File: config.mk
export PLATFORM = sky130hd
export DESIGN_NAME = button_conditioner
export DESIGN_NICKNAME = d
export VERILOG_FILES = /design/src/rtl/button_conditioner.sv
export SDC_FILE = /design/constraint.sdc
export NUM_CORES = 1
export LEC_CHECK = 0
export BUFFER_PORTS_ARGS = -buffer_cell sky130_fd_sc_hd__clkbuf_2
export CAP_MARGIN = 20
export CORE_MARGIN = 2
export CORE_UTILIZATION = 30
export CTS_CLUSTER_SIZE = 40
export DETAILED_ROUTE_END_ITERATION = 6
export GPL_TIMING_DRIVEN = 0
export SYNTH_ARGS = -nofsm -noshare
export SYNTH_HDL_FRONTEND = slang
export SYNTH_SLANG_ARGS = --single-unit
File: constraint.sdc
create_clock -name clk_i -period 41.5 [get_ports clk_i]
set_input_delay 6.225 -clock clk_i [delete_from_list [all_inputs] [get_ports clk_i]]
set_output_delay 6.225 -clock clk_i [all_outputs]
set_load 0.05 [all_outputs]
File: src/rtl/button_conditioner.sv
// Multi-channel push-button conditioner: 2-FF sync, per-channel debounce, press/release
// strobes, long-press detection and auto-repeat. All outputs registered.
module button_conditioner #(
    parameter int unsigned     WIDTH           = 5,
    parameter logic [WIDTH-1:0] INVERT_MASK    = '0,
    parameter int unsigned     DEBOUNCE_CYCLES = 1000000,
    parameter int unsigned     HOLD_CYCLES     = 100000000,
    parameter int unsigned     REPEAT_CYCLES   = 20000000
) (
    input  logic             clk_i,
    input  logic             rst_i,
    input  logic [WIDTH-1:0] data_in_i,
    output logic [WIDTH-1:0] data_out_o,
    output logic [WIDTH-1:0] press_o,
    output logic [WIDTH-1:0] release_o,
    output logic [WIDTH-1:0] long_press_o,
    output logic [WIDTH-1:0] held_o,
    output logic [WIDTH-1:0] repeat_p_o
);

    localparam int unsigned DbW   = $clog2(DEBOUNCE_CYCLES);
    localparam int unsigned HoldW = $clog2(HOLD_CYCLES + 1);
    localparam int unsigned RepW  = (REPEAT_CYCLES > 1) ? $clog2(REPEAT_CYCLES) : 1;
    localparam bit          RepEn = (REPEAT_CYCLES > 0);

    localparam logic [DbW-1:0]   DbLast   = DbW'(DEBOUNCE_CYCLES - 1);
    localparam logic [HoldW-1:0] HoldLast = HoldW'(HOLD_CYCLES - 1);
    localparam logic [HoldW-1:0] HoldSat  = HoldW'(HOLD_CYCLES);
    localparam logic [RepW-1:0]  RepLast  = RepW'((REPEAT_CYCLES > 0) ? REPEAT_CYCLES - 1 : 0);

    logic [WIDTH-1:0] sync1_q, sync2_q, s;
    logic [WIDTH-1:0] data_q, data_d;
    logic [WIDTH-1:0] press_q, press_d, release_q, release_d;
    logic [WIDTH-1:0] long_q, long_d, held_q, held_d, rep_q, rep_d;
    logic [DbW-1:0]   db_cnt_q   [WIDTH];
    logic [DbW-1:0]   db_cnt_d   [WIDTH];
    logic [HoldW-1:0] hold_cnt_q [WIDTH];
    logic [HoldW-1:0] hold_cnt_d [WIDTH];
    logic [RepW-1:0]  rep_cnt_q  [WIDTH];
    logic [RepW-1:0]  rep_cnt_d  [WIDTH];

    assign s = sync2_q ^ INVERT_MASK;

    always_comb begin
        logic fall;
        data_d     = data_q;
        held_d     = held_q;
        press_d    = '0;
        release_d  = '0;
        long_d     = '0;
        rep_d      = '0;
        db_cnt_d   = db_cnt_q;
        hold_cnt_d = hold_cnt_q;
        rep_cnt_d  = rep_cnt_q;
        for (int i = 0; i < WIDTH; i++) begin
            fall = 1'b0;
            // Any cycle where the synced input agrees with the output restarts the count.
            if (s[i] != data_q[i]) begin
                if (db_cnt_q[i] == DbLast) begin
                    data_d[i]    = s[i];
                    db_cnt_d[i]  = '0;
                    press_d[i]   = s[i];
                    release_d[i] = ~s[i];
                    fall         = ~s[i];
                end else begin
                    db_cnt_d[i] = db_cnt_q[i] + 1'b1;
                end
            end else begin
                db_cnt_d[i] = '0;
            end

            // Release takes priority over a long-press or repeat due in the same cycle.
            if (!data_q[i] || fall) begin
                hold_cnt_d[i] = '0;
                rep_cnt_d[i]  = '0;
                held_d[i]     = 1'b0;
            end else begin
                if (hold_cnt_q[i] != HoldSat) begin
                    hold_cnt_d[i] = hold_cnt_q[i] + 1'b1;
                end
                if (hold_cnt_q[i] == HoldLast) begin
                    long_d[i]    = 1'b1;
                    held_d[i]    = 1'b1;
                    rep_cnt_d[i] = '0;
                end else if (RepEn && held_q[i]) begin
                    if (rep_cnt_q[i] == RepLast) begin
                        rep_d[i]     = 1'b1;
                        rep_cnt_d[i] = '0;
                    end else begin
                        rep_cnt_d[i] = rep_cnt_q[i] + 1'b1;
                    end
                end
            end
        end
    end

    always_ff @(posedge clk_i or posedge rst_i) begin
        if (rst_i) begin
            // Reset value of the synchroniser reads as "not pressed" after inversion.
            sync1_q    <= INVERT_MASK;
            sync2_q    <= INVERT_MASK;
            data_q     <= '0;
            press_q    <= '0;
            release_q  <= '0;
            long_q     <= '0;
            held_q     <= '0;
            rep_q      <= '0;
            db_cnt_q   <= '{default: '0};
            hold_cnt_q <= '{default: '0};
            rep_cnt_q  <= '{default: '0};
        end else begin
            sync1_q    <= data_in_i;
            sync2_q    <= sync1_q;
            data_q     <= data_d;
            press_q    <= press_d;
            release_q  <= release_d;
            long_q     <= long_d;
            held_q     <= held_d;
            rep_q      <= rep_d;
            db_cnt_q   <= db_cnt_d;
            hold_cnt_q <= hold_cnt_d;
            rep_cnt_q  <= rep_cnt_d;
        end
    end

    assign data_out_o   = data_q;
    assign press_o      = press_q;
    assign release_o    = release_q;
    assign long_press_o = long_q;
    assign held_o       = held_q;
    assign repeat_p_o   = rep_q;

endmodule

==> flow_metrics.tcl, run 1 <==
set metrics [dict create \
    clockBufferDepth 3 \
    crit_type "reg2out" \
    pin_count 37 \
    synth-edff-count 0 \
    ys.flop_type "dfrtp_1" \
    dieHeight_um 264.3 \
    rows 95 \
    dr.pass1.iters 7 \
    yosys.area.top_type "dfrtp_1" \
    seq_area_frac_synth_pct 49.25 \
    synth_compound_gate_area_share_pct 5.737 \
    path_clk_slew_ns 0.06 \
    ctsResizeCount 0 \
    die_w_um 264.3 \
    area_delta_synth_final_pct 14.64 \
    insertion_delay_ns 0.58 \
    ys_top_cells_by_area "dfrtp_1, xor2_1, nor2_1, xnor2_1, nand3_1" \
    grt_use_met3_pct 2.806 \
    r2r_start "db_cnt_q[80]" \
    die_area_um2 69850 \
    cp_cell_sequence "clkbuf_2" \
    final_cell_mix "dfrtp_1, nor2_1, nand2_1" \
    pre_cts_ws_ns 33.59 \
    cp_max_fo 5 \
    clock_skew_ns 0.02009 \
    place.gp.congestion 0.8510 \
    ant_nets 0 \
    crit_path_end_kind "primary output" \
    fin_crit_sh_pct 18.43 \
    cts_max_level 2 \
    grtUsageMet2_pct 20.41 \
    timing.fmax_mhz 130.8 \
    syn_inst 2142 \
    maxCapViolCount 0 \
    clkSinkCount 400 \
    globalRouteMet1Util_pct 16.65 \
    arrival_ns 1.42 \
    place.port_buffers 36 \
    slowest_stage "dfrtp_1" \
    synth.area.mux_share_pct 0.6279 \
    crit_required_ns 35.27 \
    syn-cell-area_um2 20330 \
    cts_buffers 47 \
    grt_usage_pct 12.54 \
    wirelength_um 43770 \
    drt-initial-drc-count 823 \
    layout.nets 2260 \
    fillers 6650 \
    overflow 0 \
    synth-seq-cells 400 \
    yosys_warnings 0 \
    hold_start "sync1_q[3]" \
    final_common_cell "dfrtp_1" \
    setup_tns_ns 0 \
    totalPowerFinal_uw 832.6 \
    fin_crit_ns 7.647 \
    worstSetupStartpoint "data_out_o[1]" \
    setup_viol 0 \
    synthesis.nets 2169 \
    drv_slew 0 \
    ys_async_sr_fraction_pct 100.0 \
    start_util_pct 30.27 \
    synth_top_area_share_pct 49.25 \
    final_util_pct 34.70 \
    grt_pass1_vias 15660 \
    synth_xor_area_share_pct 11.25 \
    path_buf_inv 1 \
    synthSimpleGateAreaFrac_pct 29.07 \
    dp_cells 3055 \
    worst_slew_pin_slew_ns 0.9332 \
    grt_most_used_layer "met2" \
    cts_setup_buffers 0 \
    finalHoldViolCount 0 \
    antenna_found_initial 0 \
    ir_worst_vdd_uv 23.21 \
    diodes 0 \
    cts_tree "built" \
    drc 0 \
    critPathLaunchType "flip-flop" \
    synth_top_family_by_area "simple AND/OR/NAND/NOR gates" \
    powerDensity_nw_per_um2 35.73 \
    synth_cell_types 66 \
    hpwl_um 28980 \
    ff_latch_area_um2 10010 \
    stdcell_count 3143 \
    synth_area_per_cell_um2 9.489 \
    critical_path.max_stage_delay_ns 0.44 \
    multiInputGateArea_um2 9738 \
    cp_top_family "flip-flops" \
    grt_pass1_wl_um 75770 \
    cellLeakagePower_uw 0.009116 \
    core_um2 67160 \
    ctsRootBufferMaster "clkbuf_16" \
    dr_total_vias 15900 \
    synth_fa_ha_area_share_pct 1.231 \
    drive_above_1_share_pct 8.546 \
    setup_ws_ns 33.85 \
    holdBufCountCts 0 \
    drt-wirelength-per-cell_um 13.92 \
    viasPerCell 5.058 \
    hold_path.class "reg2reg" \
    status "finished clean" \
    grt_max_degree 128 \
    relSlewSlack_pct 37.31 \
    rsz0062_at_grt "no" \
]
-- stage by stage --
step	cell area [µm²]	hold slack [ns]
after floorplan	20330	0.3312
after global placement	21600	0.3335
after detailed placement	21690	0.3347
after CTS	23290	0.3472
after global routing	23300	0.3532
final	23300	0.3452
-- per-layer routing --
layer  wire length (µm)  vias to the layer above
li1                   -                     7750
met1              20280                     7799
met2              20470                      284
met3               2154                       64
met4                853                        0
met5                  0                        -
-- registers in the layout (all words and copies together) (netlist names) --
name / flops
hold_cnt_q: 135
rep_cnt_q: 125
db_cnt_q: 100
data_out_o: 5
held_o: 5
long_press_o: 5
press_o: 5
release_o: 5
repeat_p_o: 5
s: 5
sync1_q: 5
-- cells by family after synthesis --
logic type                 Yosys count
muxes                               12
buffers and inverters              134
AOI/OAI and AO/OA                  171
and+or+nand+nor                   1144
adders and majority gates           20
DFF                                400
xor gates and xnor gates           261
-- path summary, 6_finish.rpt --
path	end	slack (ns)	depth (start not counted)
setup / recovery	data_out_o[1]	33.85	1
hold reg to reg	s[3]	0.35	0
max in group asynchronous	rep_cnt_q[109]	34.35	4
hold / removal	s[3]	0.35	0
min in group asynchronous	rep_cnt_q[59]	5.70	2
setup reg to reg	hold_cnt_q[114]	38.96	7
-- cells in the mapped netlist (3+ instances only) --
library cell and number:
a211oi_1 5, a21oi_1 56, a311oi_1 35, a31oi_1 20, a41o_1 3, a41oi_1 11, and2_1 15, and3_1 57
and4_1 40, and4b_1 4, buf_2 24, buf_4 8, clkbuf_1 47, dfrtp_1 400, ha_1 20, inv_1 51
mux2i_1 9, nand2_1 168, nand2b_1 9, nand3_1 156, nand3b_1 4, nand4_1 119, nand4b_1 4, nor2_1 356
nor2b_1 11, nor3_1 64, nor3b_1 8, nor4_1 35, nor4_2 3, nor4b_1 28, o211ai_1 4, o21ai_0 19
o21ba_2 5, o31ai_1 4, or2_2 7, or3_1 20, or3b_2 3, or4_1 10, or4b_1 3, or4b_2 5
xnor2_1 95, xor2_1 166
-- where the power goes --
group | internal (µW) | leakage [µW] | switching [µW]
clock | 257 | 0.000797 | 169
sequential | 392 | 0.00556 | 1.52
combinational | 2.69 | 0.00276 | 10.6
total | 651 | 0.00912 | 181
-- cell type report --
cell class / instances / share of cell area [%]
buffer: 81 / 1.627
clock buffer: 58 / 5.482
clock inverter: 28 / 1.380
inverter: 53 / 0.8860
multi-input combinational: 1608 / 41.79
sequential: 400 / 42.96
tap: 873 / 4.688
timing repair buffer: 42 / 1.192
Note: power is estimated with default switching activity, not from simulation.
==> inputs of run 2 (changes only) <==
--- a/config.mk
+++ b/config.mk
@@ -5,6 +5,7 @@
 export SDC_FILE = /design/constraint.sdc
 export NUM_CORES = 1
 export LEC_CHECK = 0
+export ABC_AREA = 1
 export BUFFER_PORTS_ARGS = -buffer_cell sky130_fd_sc_hd__clkbuf_2
 export CAP_MARGIN = 20
 export CORE_MARGIN = 2
==> constraint.sdc (replaced) <==
create_clock -name clk_i -period 7.8 [get_ports clk_i]
set_input_delay 1.17 -clock clk_i [delete_from_list [all_inputs] [get_ports clk_i]]
set_output_delay 1.17 -clock clk_i [all_outputs]
set_load 0.05 [all_outputs]
==> run 2 against run 1 <==
First-iteration DRC count rose by 48%; combinational power rose to 6.4 times the previous value; largest cell class is now multi-input combinational cells; largest power group unchanged; power rose to 5.4 times the previous value; wire length rose by 24%; sequential share of layout area fell by 6.0 points; highest routed layer unchanged.
==> flow_metrics.tcl, run 2 <==
set metrics [dict create \
    status "finished clean" \
    relSlewSlack_pct 57.66 \
    r2r_start "rep_cnt_q[25]" \
    dpl-instance-area_um2 25390 \
    fin_area_um2 27050 \
    core_um2 77720 \
    path_clk_slew_ns 0.06 \
    drt-wirelength-per-cell_um 12.14 \
    setup_viol 0 \
    crit_type "reg2out" \
    drc 0 \
    final_common_cell "nand2_1" \
    grt_usage_pct 13.60 \
    synth_cell_types 47 \
    final_cell_mix "nand2_1, nor2_1, inv_1" \
    synth_area_per_cell_um2 7.156 \
    drive_above_1_share_pct 8.882 \
    ys_top_cells_by_area "dfrtp_1, nand2_1, nor2_1, inv_1, nand3_1" \
    crit_required_ns 6.63 \
    insertion_delay_ns 0.60 \
    clkSinkCount 400 \
    final_util_pct 34.81 \
    holdBufCountCts 0 \
    yosys.area.top_type "dfrtp_1" \
    antenna_found_initial 0 \
    synthSimpleGateAreaFrac_pct 38.08 \
    reg2reg_to "repeat_p_o[3]" \
    crit_path_end_kind "primary output" \
    powerDensity_nw_per_um2 167.1 \
    finalHoldViolCount 0 \
    synth_xor_area_share_pct 3.812 \
    cellLeakagePower_uw 0.01225 \
    rows 102 \
    setup_ws_ns 5.122 \
    layout.nets 3433 \
    rr_worst_depth 7 \
    rsz0062_at_grt "no" \
    largest_register "hold_cnt_q" \
    yosysMostFrequentCell "nand2_1" \
    grt_pass1_wl_um 95310 \
    place.port_buffers 36 \
    ys_async_sr_fraction_pct 100.0 \
    largestRegisters "hold_cnt_q (135), rep_cnt_q (125), db_cnt_q (100)" \
    cts_buffers 49 \
    dieHeight_um 284.9 \
    ctsResizeCount 0 \
    grt_max_degree 42 \
    fillers 8238 \
    start_util_pct 30.45 \
    die_w_um 284.9 \
    largest_register_ffs 135 \
    synth_top_family_by_area "simple AND/OR/NAND/NOR gates" \
    fin_crit_sh_pct 34.33 \
    dr.pass1.iters 5 \
    hold_start "sync1_q[3]" \
    cts_tree "built" \
    timing.fmax_mhz 373.4 \
    critical_path.max_stage_delay_ns 0.55 \
    pin_count 37 \
    arrival_ns 1.51 \
    place.gp.congestion 0.8809 \
    ys.flop_type "dfrtp_1" \
    grt_pass1_vias 19720 \
    holdPathEnd "s[3]" \
    synth_top_area_share_pct 42.30 \
    dr_total_vias 20520 \
    cts_max_level 2 \
    setup_tns_ns 0 \
    synth-seq-cells 400 \
    r2r_slack_ns 5.78 \
    synthesis.nets 3334 \
    cp_top_family "flip-flops" \
    clockBufferDepth 3 \
    clock_skew_ns 0.03065 \
    drt-initial-drc-count 1221 \
    synth_compound_gate_area_share_pct 6.287 \
    seq_area_frac_synth_pct 42.30 \
    min_path_cells 0 \
    yosys-top-cells-count "nand2_1, nor2_1, inv_1, dfrtp_1, nand3_1" \
    overflow 0 \
    hpwl_um 39920 \
    ant_nets 0 \
    pre_cts_ws_ns 5.331 \
    maxCapViolCount 0 \
    wirelength_um 54450 \
    cp_cell_sequence "clkbuf_2" \
    synth_fa_ha_area_share_pct 1.057 \
    worst_slew_pin_slew_ns 0.6303 \
    synth.area.mux_share_pct 0 \
    cp_max_fo 5 \
    synth-edff-count 0 \
    stdcell_count 4486 \
    drv_slew 0 \
    syn-cell-area_um2 23660 \
    yosys_warnings 0 \
    viasPerCell 4.575 \
    die_area_um2 81140 \
    critPathLaunchType "flip-flop" \
    hold_path.class "reg2reg" \
    fin_crit_ns 2.678 \
    slowest_stage "dfrtp_1" \
    ctsRootBufferMaster "clkbuf_16" \
    area_delta_synth_final_pct 14.33 \
    path_buf_inv 1 \
    cts_setup_buffers 0 \
    syn_inst 3307 \
    dp_cells 4395 \
    ir_worst_vdd_uv 154.9 \
]
## run 2: cell count changes after synthesis, sizes merged, moves of 72 or more
| cell | before | now |
|---|---|---|
| inv | 51 | 443 |
| o21ai | 19 | 111 |
| xor2 | 166 | 80 |
| xnor2 | 95 | 23 |
| nor2 | 356 | 570 |
| nand3 | 157 | 243 |
| nand2 | 171 | 952 |
## run 2: kinds of logic after synthesis
group,Yosys count
DFF,400
AOI/OAI and AO/OA,275
xor gates and xnor gates,103
and+or+nand+nor,2029
buffers and inverters,480
adders and majority gates,20
## run 2: layout make-up
cell class                 count  area (µm²)  area share, %
multi-input combinational   2427       11650          43.07
sequential                   400       10010          37.00
inverter                     444        1673          6.183
clock buffer                  67        1405          5.194
tap                         1040        1301          4.810
timing repair buffer          48       420.4          1.554
buffer                        36       334.1          1.235
clock inverter                23       257.7         0.9527
antenna                        1       2.502       0.009249
## run 2: how the worst max path moves through the flow
stage	slack (ns)	depth (start not counted)	end	from
after floorplan	1.24	1	data_out_o[0]	rst_i
after global placement	-1.60	2	db_cnt_q[76]	rst_i
after detailed placement	5.33	6	rep_cnt_q[88]	rst_i
after CTS	5.08	1	data_out_o[4]	data_out_o[4]
after global routing	5.06	1	data_out_o[4]	data_out_o[4]
final	5.12	1	data_out_o[4]	data_out_o[4]
## run 2: layer usage
layer  global-route usage [%]  up-vias  wire (µm)
met1                    19.41     9455      27260
met2                    21.73      281      24310
met3                    1.896       64       1963
li1                         -    10720          -
met4                    3.211        0        916
met5                        0        -          0
## run 2: power breakdown
part	internal, µW	switching (µW)	total [µW]
Combinational	23.1	62.4	85.5
Clock	1400	948	2350
Sequential	2080	5.78	2090
## run 2: stage by stage
step                      hold slack, ns  total power (µW)
after floorplan                   0.3312              2181
after global placement            0.3344              2206
after detailed placement          0.3347              2218
after CTS                         0.3447              4620
after global routing              0.3535              4707
final                             0.3436              4521
## run 2: worst register-to-register path, cell delays in order (launching register included)
cell     delay [ns]
dfrtp_1        0.39
ha_1           0.20
nand2_1        0.09
nor2_2         0.12
nand2_1        0.17
nor2_1         0.16
nand2_1        0.16
nor3_1         0.57
